File: src/rtl/frame_bank_scheduler_pkg.sv
// Shared types and constants for the double-buffered framebuffer scheduler.
// Defaults describe a 240x320 RGB444 panel.
package fb_pkg;

    typedef enum logic [1:0] {
        SYNC  = 2'd0,
        FILL  = 2'd1,
        READY = 2'd2
    } fb_sched_state_t;

    localparam int unsigned DEFAULT_FRAME_WIDTH  = 240;
    localparam int unsigned DEFAULT_FRAME_HEIGHT = 320;
    localparam int unsigned PIXEL_W              = 12;

    function automatic int unsigned frame_pixels(input int unsigned width,
                                                 input int unsigned height);
        return width * height;
    endfunction

    localparam int unsigned DEFAULT_FRAME_PIXELS =
        frame_pixels(DEFAULT_FRAME_WIDTH, DEFAULT_FRAME_HEIGHT);

    // Wide enough to carry every in-frame pixel offset plus out-of-range values.
    localparam int unsigned DEFAULT_WR_ADDR_W = $clog2(DEFAULT_FRAME_PIXELS);

endpackage

File: src/rtl/frame_bank_scheduler_if.sv
// Pixel-writer / BRAM-write bundle: the writer drives the pixel stream,
// the scheduler drives the gated BRAM write port.
interface frame_bank_scheduler_if
    import fb_pkg::*;
#(
    parameter int unsigned ADDR_W    = 18,
    parameter int unsigned WR_ADDR_W = DEFAULT_WR_ADDR_W
);
    logic                 wr_en_in;
    logic [WR_ADDR_W-1:0] wr_addr_in;
    logic [PIXEL_W-1:0]   wr_data_in;
    logic                 bram_we;
    logic [ADDR_W-1:0]    bram_addr;
    logic [PIXEL_W-1:0]   bram_din;

    modport master (
        output wr_en_in, wr_addr_in, wr_data_in,
        input  bram_we, bram_addr, bram_din
    );

    modport slave (
        input  wr_en_in, wr_addr_in, wr_data_in,
        output bram_we, bram_addr, bram_din
    );
endinterface

File: src/rtl/frame_bank_scheduler_bank_write_port.sv
// Registered BRAM write port: gates writes, offsets them into the active bank
// and flags out-of-range pixel offsets.
module bank_write_port
    import fb_pkg::*;
#(
    parameter int unsigned ADDR_W       = 18,
    parameter int unsigned WR_ADDR_W    = DEFAULT_WR_ADDR_W,
    parameter int unsigned FRAME_PIXELS = DEFAULT_FRAME_PIXELS
) (
    input  logic                 clk,
    input  logic                 rst_n,
    input  logic                 gate_open,
    input  logic                 wr_bank,
    input  logic                 wr_en,
    input  logic [WR_ADDR_W-1:0] wr_addr,
    input  logic [PIXEL_W-1:0]   wr_data,
    output logic                 in_range,
    output logic                 bram_we,
    output logic [ADDR_W-1:0]    bram_addr,
    output logic [PIXEL_W-1:0]   bram_din,
    output logic                 addr_err
);

    logic              accept;
    logic [ADDR_W-1:0] bank_base;

    assign in_range  = (32'(wr_addr) < FRAME_PIXELS);
    assign accept    = wr_en && in_range && gate_open;
    assign bank_base = wr_bank ? ADDR_W'(FRAME_PIXELS) : '0;

    // Address/data hold their last value on gated cycles; only bram_we drops.
    always_ff @(posedge clk or negedge rst_n) begin
        if (!rst_n) begin
            bram_we   <= 1'b0;
            bram_addr <= '0;
            bram_din  <= '0;
            addr_err  <= 1'b0;
        end else begin
            bram_we <= accept;
            if (accept) begin
                bram_addr <= bank_base + ADDR_W'(wr_addr);
                bram_din  <= wr_data;
            end
            if (wr_en && !in_range) begin
                addr_err <= 1'b1;
            end
        end
    end

endmodule

File: src/rtl/frame_bank_scheduler.sv
// Double-buffer controller: writer fills one bank while the display scans the
// other; banks exchange only at display vsync so only whole frames are shown.
module frame_bank_scheduler
    import fb_pkg::*;
#(
    parameter int unsigned FRAME_WIDTH  = DEFAULT_FRAME_WIDTH,
    parameter int unsigned FRAME_HEIGHT = DEFAULT_FRAME_HEIGHT,
    parameter int unsigned ADDR_W       = 18,
    parameter int unsigned WR_ADDR_W    = DEFAULT_WR_ADDR_W
) (
    input  logic                          clk,
    input  logic                          rst_n,
    frame_bank_scheduler_if.slave         bus,
    input  logic                          wr_frame_done,
    input  logic                          rd_vsync,
    output logic [ADDR_W-1:0]             rd_base,
    output logic                          swap,
    output logic [15:0]                   frames_shown,
    output logic [15:0]                   frames_dropped,
    output logic                          addr_err,
    output logic [1:0]                    state_o
);

    localparam int unsigned FRAME_PIXELS = frame_pixels(FRAME_WIDTH, FRAME_HEIGHT);

    fb_sched_state_t state, state_next;
    logic            wr_bank;
    logic            in_range;
    logic            addr_is_zero;
    logic            gate_open;
    logic            do_swap;
    logic            do_drop;

    assign addr_is_zero = (bus.wr_addr_in == '0);

    always_ff @(posedge clk or negedge rst_n) begin
        if (!rst_n) begin
            state <= SYNC;
        end else begin
            state <= state_next;
        end
    end

    always_comb begin
        state_next = state;
        unique case (state)
            SYNC:    if (bus.wr_en_in && in_range && addr_is_zero) state_next = FILL;
            FILL:    if (wr_frame_done)                            state_next = READY;
            READY:   if (rd_vsync)                                 state_next = SYNC;
            default:                                               state_next = SYNC;
        endcase
    end

    // In SYNC only the frame-start write (offset 0) may pass.
    always_comb begin
        gate_open = 1'b0;
        do_swap   = 1'b0;
        do_drop   = 1'b0;
        unique case (state)
            SYNC:    gate_open = addr_is_zero;
            FILL:    gate_open = 1'b1;
            READY: begin
                do_swap = rd_vsync;
                do_drop = wr_frame_done;
            end
            default: gate_open = 1'b0;
        endcase
    end

    always_ff @(posedge clk or negedge rst_n) begin
        if (!rst_n) begin
            wr_bank        <= 1'b0;
            swap           <= 1'b0;
            frames_shown   <= '0;
            frames_dropped <= '0;
        end else begin
            swap <= do_swap;
            if (do_swap) begin
                wr_bank      <= !wr_bank;
                frames_shown <= frames_shown + 16'd1;
            end
            if (do_drop) begin
                frames_dropped <= frames_dropped + 16'd1;
            end
        end
    end

    // Display always reads the bank the writer is not filling.
    assign rd_base = wr_bank ? '0 : ADDR_W'(FRAME_PIXELS);
    assign state_o = state;

    bank_write_port #(
        .ADDR_W       (ADDR_W),
        .WR_ADDR_W    (WR_ADDR_W),
        .FRAME_PIXELS (FRAME_PIXELS)
    ) u_write_port (
        .clk       (clk),
        .rst_n     (rst_n),
        .gate_open (gate_open),
        .wr_bank   (wr_bank),
        .wr_en     (bus.wr_en_in),
        .wr_addr   (bus.wr_addr_in),
        .wr_data   (bus.wr_data_in),
        .in_range  (in_range),
        .bram_we   (bus.bram_we),
        .bram_addr (bus.bram_addr),
        .bram_din  (bus.bram_din),
        .addr_err  (addr_err)
    );

endmodule
File: src/flat_wrapper.sv
// flat-port wrapper written by rule: the top's interface ports become plain ports
module frame_bank_scheduler_flat import fb_pkg::*;
#(
    parameter int unsigned FRAME_WIDTH  = DEFAULT_FRAME_WIDTH,
    parameter int unsigned FRAME_HEIGHT = DEFAULT_FRAME_HEIGHT,
    parameter int unsigned ADDR_W       = 18,
    parameter int unsigned WR_ADDR_W    = DEFAULT_WR_ADDR_W
)
  (clk, rst_n, wr_frame_done, rd_vsync, rd_base, swap, frames_shown, frames_dropped, addr_err, state_o, bus_wr_en_in, bus_wr_addr_in, bus_wr_data_in, bus_bram_we, bus_bram_addr, bus_bram_din);
  frame_bank_scheduler_if #(.ADDR_W(ADDR_W), .WR_ADDR_W(WR_ADDR_W)) bus_i ();
  input  logic clk;
  input  logic rst_n;
  input  logic wr_frame_done;
  input  logic rd_vsync;
  output logic [ADDR_W-1:0] rd_base;
  output logic swap;
  output logic [15:0] frames_shown;
  output logic [15:0] frames_dropped;
  output logic addr_err;
  output logic [1:0] state_o;
  input wire logic [$bits(bus_i.wr_en_in)-1:0] bus_wr_en_in;
  input wire logic [$bits(bus_i.wr_addr_in)-1:0] bus_wr_addr_in;
  input wire logic [$bits(bus_i.wr_data_in)-1:0] bus_wr_data_in;
  output wire logic [$bits(bus_i.bram_we)-1:0] bus_bram_we;
  output wire logic [$bits(bus_i.bram_addr)-1:0] bus_bram_addr;
  output wire logic [$bits(bus_i.bram_din)-1:0] bus_bram_din;
  assign bus_i.wr_en_in = bus_wr_en_in;
  assign bus_i.wr_addr_in = bus_wr_addr_in;
  assign bus_i.wr_data_in = bus_wr_data_in;
  assign bus_bram_we = bus_i.bram_we;
  assign bus_bram_addr = bus_i.bram_addr;
  assign bus_bram_din = bus_i.bram_din;
  frame_bank_scheduler #(.FRAME_WIDTH(FRAME_WIDTH), .FRAME_HEIGHT(FRAME_HEIGHT), .ADDR_W(ADDR_W), .WR_ADDR_W(WR_ADDR_W)) u_core (.clk(clk), .rst_n(rst_n), .bus(bus_i), .wr_frame_done(wr_frame_done), .rd_vsync(rd_vsync), .rd_base(rd_base), .swap(swap), .frames_shown(frames_shown), .frames_dropped(frames_dropped), .addr_err(addr_err), .state_o(state_o));
endmodule
File: config.mk
export PLATFORM = sky130hd
export DESIGN_NAME = frame_bank_scheduler_flat
export DESIGN_NICKNAME = d
export VERILOG_FILES = /design/src/rtl/frame_bank_scheduler_pkg.sv /design/src/rtl/frame_bank_scheduler_if.sv /design/src/rtl/frame_bank_scheduler_bank_write_port.sv /design/src/rtl/frame_bank_scheduler.sv /design/src/flat_wrapper.sv
export SDC_FILE = /design/constraint.sdc
export NUM_CORES = 1
export LEC_CHECK = 0
export ABC_AREA = 1
export CORE_UTILIZATION = 50
export CTS_CLUSTER_SIZE = 20
export DETAILED_ROUTE_END_ITERATION = 12
export GPL_TIMING_DRIVEN = 0
export PLACE_DENSITY = 0.86
export SYNTH_ARGS = -nofsm -noshare
export SYNTH_HDL_FRONTEND = slang
export SYNTH_SLANG_ARGS = --single-unit
export TNS_END_PERCENT = 1
File: constraint.sdc
create_clock -name clk -period 5 [get_ports clk]
set_input_delay 1.5 -clock clk [delete_from_list [all_inputs] [get_ports clk]]
set_output_delay 1.5 -clock clk [all_outputs]
set_load 0.03 [all_outputs]
==> results of run 1 <==
flip-flops by register name, summed over array words and instances (netlist names), 2 cells and up:
signal	flops
u_core.u_write_port.bram_din	12
u_core.frames_shown	16
u_core.u_write_port.bram_addr	18
u_core.frames_dropped	16
u_core.state_o	2
path summary, 6_finish.rpt:
check | startpoint | end | slack (ns) | depth (start not counted)
max | u_core.wr_bank | rd_base[13] | 1.74 | 3
min | u_core.u_write_port.bram_din[5] | u_core.u_write_port.bram_din[5] | 0.47 | 2
max reg2reg | u_core.wr_bank | u_core.u_write_port.bram_addr[14] | 3.29 | 7
min reg2reg | u_core.u_write_port.bram_din[5] | u_core.u_write_port.bram_din[5] | 0.47 | 2
max in group asynchronous | rst_n | u_core.frames_dropped[5] | 3.20 | 1
min in group asynchronous | rst_n | u_core.u_write_port.bram_addr[16] | 1.26 | 1
Yosys cell counts (5+ instances only):
cell	number	area, um^2
inv_1	37	138.9
o21ai_0	7	35.03
xnor2_1	8	70.07
nand4_1	5	31.28
nor2_1	33	123.9
buf_4	23	172.7
buf_6	5	56.30
xor2_1	13	113.9
ha_1	6	75.07
nor2_2	6	37.54
nand3_1	47	235.2
nand2_1	169	634.4
dfrtp_1	68	1702
layout make-up:
type,count,area share
timing repair buffer,103,0.2033
buffer,28,0.04526
tap,96,0.02374
inverter,39,0.02894
clock buffer,9,0.02449
sequential,68,0.3364
clock inverter,7,0.01336
multi-input combinational,335,0.3245
cell families (layout without fill, tap and decap cells):
kind of cell / count (synthesis) / after routing / synth area share
xor gates and xnor gates: 21 / 21 / 0.05012
AOI/OAI and AO/OA: 13 / 13 / 0.02046
other: 1 / 14 / 0.001022
buffers and inverters: 67 / 186 / 0.1023
adders and majority gates: 7 / 7 / 0.02591
DFF: 68 / 68 / 0.4637
and+or+nand+nor: 280 / 280 / 0.3365
worst max-delay path: cells and delay by family, from the launching register on:
| kind | cells | cell delay, ns |
|---|---|---|
| flip-flops | 1 | 0.46 |
| buffers and inverters | 3 | 0.95 |
cells in the final DEF, fill, tap and decap left out, drive strengths merged, types with 5 or more instances in the layout:
cell           Yosys  routed
nor2              43      43
nor3               5       5
clkdlybuf4s50      0     102
xnor2              8       8
o21ai              9       9
inv               39      39
nand2            172     172
dfrtp             68      68
clkbuf             0       9
nand4              5       5
buf               28      29
nand3             50      50
conb               1      14
ha                 6       6
xor2              13      13
clkinv             0       6
through the flow:
stage / util / hold WS, ns
finish: 0.7285 / 0.4717
global route: 0.7285 / 0.4892
CTS: 0.7285 / 0.4755
detailed placement: 0.7009 / 0.4522
global placement: 0.7013 / 0.4422
floorplan: - / 0.6362
power by group through the flow:
stage | logic (mW) | registers (mW) | clock network, mW
2_1_floorplan | 0.0874 | 0.581 | 0
3_3_place_gp | 0.163 | 0.574 | 0
3_5_place_dp | 0.166 | 0.574 | 0
4_1_cts | 0.167 | 0.563 | 0.453
5_1_grt | 0.181 | 0.564 | 0.475
6_report | 0.166 | 0.564 | 0.443
layer usage:
layer	vias to the layer above	global-route usage
li1	1655	-
met1	1580	0.2774
met2	116	0.3892
met3	20	0.04430
met4	0	0.1177
met5	-	0
==> flow_metrics.tcl, run 1 <==
set metrics [dict create \
    portBuffers 103 \
    cts_setup_buffers 0 \
    cellLeakagePower_nw 2.535 \
    track_usage 0.2290 \
    met1_length_um 3518 \
    routed_wl_um 8491 \
    fillers 514 \
    async_flop_share 1.000 \
    p_sw_frac 0.2698 \
    diodes 0 \
    synthCells 457 \
    die_area_um2 7686 \
    worst_slew_pin_slew_ns 0.8249 \
    seq_area_frac_synth 0.4637 \
    clkTransAtPathRegs_ns 0.08 \
    dpl.cell_count 669 \
    layout-drive-gt1-share 0.1104 \
    crit_chain "inv_1 -> buf_4 -> clkdlybuf4s50_1" \
    area_delta_synth_final_pct 37.85 \
    antenna_left 0 \
    vias 3371 \
    start_kind "flop" \
    grt_max_degree 69 \
    cpMaxStageDelayCell "clkdlybuf4s50_1" \
    die_w_um 87.67 \
    cts_hold_buf 0 \
    fin_area_um2 5059 \
    postPlaceCellArea_um2 4867 \
    grt_pass1_wl_um 13570 \
    synthesis.area_um2 3670 \
    setup_viol 0 \
    cts_resized 0 \
    preCtsSetupSlack_ns 1.721 \
    hp-class "reg -> reg" \
    yosysWarnings 0 \
    ios 119 \
    setup.worst_path.class "reg -> out" \
    drt_pass1_iterations 4 \
    fin_crit_sh 0.6529 \
    crit_arrival_ns 1.76 \
    clock_latency_ns 0.34 \
    fin_skew_ns 0.009477 \
    first_global_vias 3003 \
    hold_viol_final 0 \
    cp.required_ns 3.50 \
    antenna_found_initial 0 \
    cp_max_fo 6 \
    yosys_register_bits 68 \
    relSlewSlack 0.4501 \
    die_y_um 87.67 \
    syn_area_per_cell_um2 8.030 \
    drt_iter0_markers 123 \
    clockBufferDepth 2 \
    fin_crit_ns 3.265 \
    finalMaxSlewViolations 0 \
    place.gp.congestion 0.8582 \
    synthFlopType "dfrtp_1" \
    htreeDepth 3 \
    p_comb_frac 0.142 \
    cts.sinks 68 \
    drc_errors 0 \
    synth_cell_types 31 \
    initial_utilization 0.5285 \
    rsz0062_at_grt "false" \
    fin_ws_ns 1.735 \
    rows 30 \
    core_um2 6944 \
    cts_buffers 9 \
    power_frac_seq 0.481 \
    hpwl_um 6334 \
    status "finished clean" \
    final-instance-count-excl-fill 685 \
    clockPowerShare 0.378 \
    seqCellArea_um2 1702 \
    routed.top_layer "met4" \
    p_int_mw 0.8559 \
    wl_met3_um 444 \
    worstSetupEndpointType "output port" \
    vias_per_cell 4.921 \
    max_cap_violations 0 \
    p_sw_mw 0.3162 \
    cts_tree "yes" \
    root_buffer "clkbuf_8" \
    p_per_area_nw_per_um2 231.7 \
    multi_input_area_um2 1642 \
    setup_tns_ns 0 \
    total_power_mw 1.172 \
    wl_per_cell_um 12.40 \
    nNetsFinal 625 \
    fmax_mhz 306.3 \
    vdd_ir_drop_max_mv 0.1337 \
    grt_overflow_total 0 \
    synth_edf_count 0 \
    cp_slowest_stage_delay_ns 0.65 \
    met2_length_um 4296 \
]
Note: power is estimated with default switching activity, not from simulation.
==> run 2, diff against run 1 <==
CORE_UTILIZATION = 47   (was 50)
PLACE_DENSITY = 0.81   (was 0.86)
clock period = 3.3 ns   (was 5 ns; I/O delays follow)
==> run 2 against run 1 <==
  * Combinational power up 52%
  * Count of clock-buffer cells in the layout rose by 1
  * Critical path depth stayed put
  * Clock skew barely moved
  * Final cell count rose by 0.15%
  * Sequential share of layout area rose by 0.050 points
  * Via count down 4.9%
  * Wire length down 1.1%
  * Highest routed layer unchanged
==> flow_metrics.tcl, run 2 (synthesized netlist as in run 1, its figures left out) <==
set metrics [dict create \
    status "finished clean" \
    antenna_found_initial 0 \
    cp_slowest_stage_delay_ns 0.66 \
    setup_tns_ns 0 \
    worstSetupEndpointType "output port" \
    worst_hold_slack_ns 0.4627 \
    routed_wl_um 8394 \
    cpMaxStageDelayCell "clkdlybuf4s50_1" \
    htreeDepth 3 \
    portBuffers 103 \
    cp.required_ns 2.31 \
    grt_max_degree 69 \
    setup_viol 0 \
    hpwl_um 6272 \
    fin_crit_sh 0.8435 \
    grt_pass1_wl_um 14350 \
    core_um2 7408 \
    hp-class "reg -> reg" \
    cp_max_fo 6 \
    area_delta_synth_final_pct 37.64 \
    diodes 0 \
    die_y_um 90.37 \
    start_kind "flop" \
    cts.sinks 68 \
    die_area_um2 8166 \
    setup.worst_path.class "reg -> out" \
    top_register "u_core.u_write_port.bram_addr" \
    finalMaxSlewViolations 0 \
    seqCellArea_um2 1702 \
    cellLeakagePower_nw 2.525 \
    hold_viol_final 0 \
    vias_per_cell 4.675 \
    mostFrequentLayoutCell "nand2_1" \
    clockBufferDepth 2 \
    post-route-util 0.6818 \
    first_global_vias 3115 \
    drt_iter0_markers 92 \
    rsz0062_at_grt "false" \
    track_usage 0.2182 \
    largestRegisters "u_core.u_write_port.bram_addr (18), u_core.frames_dropped (16), u_core.frames_shown (16)" \
    fillers 618 \
    initial_utilization 0.4954 \
    worst_slew_pin_slew_ns 0.8427 \
    largest_reg_flops 18 \
    ios 119 \
    clock_latency_ns 0.34 \
    rows 31 \
    preCtsSetupSlack_ns 0.4914 \
    p_per_area_nw_per_um2 348.2 \
    relSlewSlack 0.4382 \
    final_cell_mix "nand2_1 (169), clkdlybuf4s50_1 (102), dfrtp_1 (68), nand3_1 (47), inv_1 (37)" \
    cts_buffers 9 \
    fin_ws_ns 0.5165 \
    antenna_left 0 \
    cts_resized 0 \
    drc_errors 0 \
    clkTransAtPathRegs_ns 0.07 \
    drt_pass1_iterations 4 \
    max_cap_violations 0 \
    crit_arrival_ns 1.79 \
    cts_tree "yes" \
    fin_crit_ns 2.783 \
    root_buffer "clkbuf_8" \
    fmax_mhz 359.3 \
    grt_overflow_total 0 \
    vdd_ir_drop_max_mv 0.1990 \
    nNetsFinal 625 \
    wl_per_cell_um 12.24 \
    die_w_um 90.37 \
    cts_hold_buf 0 \
    total_power_mw 1.759 \
    fin_skew_ns 0.009458 \
    cts_setup_buffers 0 \
    place.gp.congestion 0.8383 \
    vias 3207 \
    r2r_slack_ns 1.54 \
    multi_input_area_um2 1642 \
    layout-drive-gt1-share 0.1056 \
    crit_chain "inv_1 -> buf_4 -> clkdlybuf4s50_1" \
]
run 2: cell count changes in the layout (fill, tap and decap cells not counted), sizes merged:
cell,delta
clkbuf,+1
clkinv,-3
run 2: per-stage QoR:
step	cells	instance area, um^2
2_1_floorplan	470	3719
3_3_place_gp	672	4873
3_5_place_dp	672	4871
4_1_cts	686	5051
5_1_grt	686	5051
6_report	686	5051
run 2: worst max-delay path, delay by kind of cell (launching register included):
kind | cells | cell delay, ns
buf+inv | 3 | 0.98
flops | 1 | 0.47
run 2: routing by layer:
layer	vias to the layer above	part of all wire	global-route usage
met2	68	0.50	0.3677
met3	12	0.033	0.03367
li1	1657	-	-
met1	1470	0.45	0.2803
met5	-	0	0
met4	0	0.016	0.09005
run 2: worst paths after layout:
kind / from / depth (start not counted) / endpoint
hold reg to reg: u_core.u_write_port.addr_err / 1 / u_core.u_write_port.addr_err
hold / removal: u_core.u_write_port.addr_err / 1 / u_core.u_write_port.addr_err
min in group asynchronous: rst_n / 1 / u_core.u_write_port.bram_addr[16]
setup / recovery: u_core.wr_bank / 3 / rd_base[11]
setup reg to reg: u_core.wr_bank / 7 / u_core.u_write_port.bram_addr[14]
max in group asynchronous: rst_n / 1 / u_core.frames_dropped[8]
run 2: cell type report:
class / count / share of cell area
Buffer: 28 / 0.04533
Timing Repair Buffer: 103 / 0.2036
Inverter: 39 / 0.02898
Clock buffer: 10 / 0.02527
Sequential cell: 68 / 0.3369
Clock inverter: 4 / 0.01040
Multi-Input combinational cell: 335 / 0.3250
Tap cell: 99 / 0.02452
run 2: power breakdown:
group | switching, mW | leakage, nW | internal [mW]
clock network | 0.310 | 0.0922 | 0.342
registers | 0.0131 | 0.931 | 0.841
logic | 0.143 | 1.50 | 0.109
total | 0.466 | 2.52 | 1.29
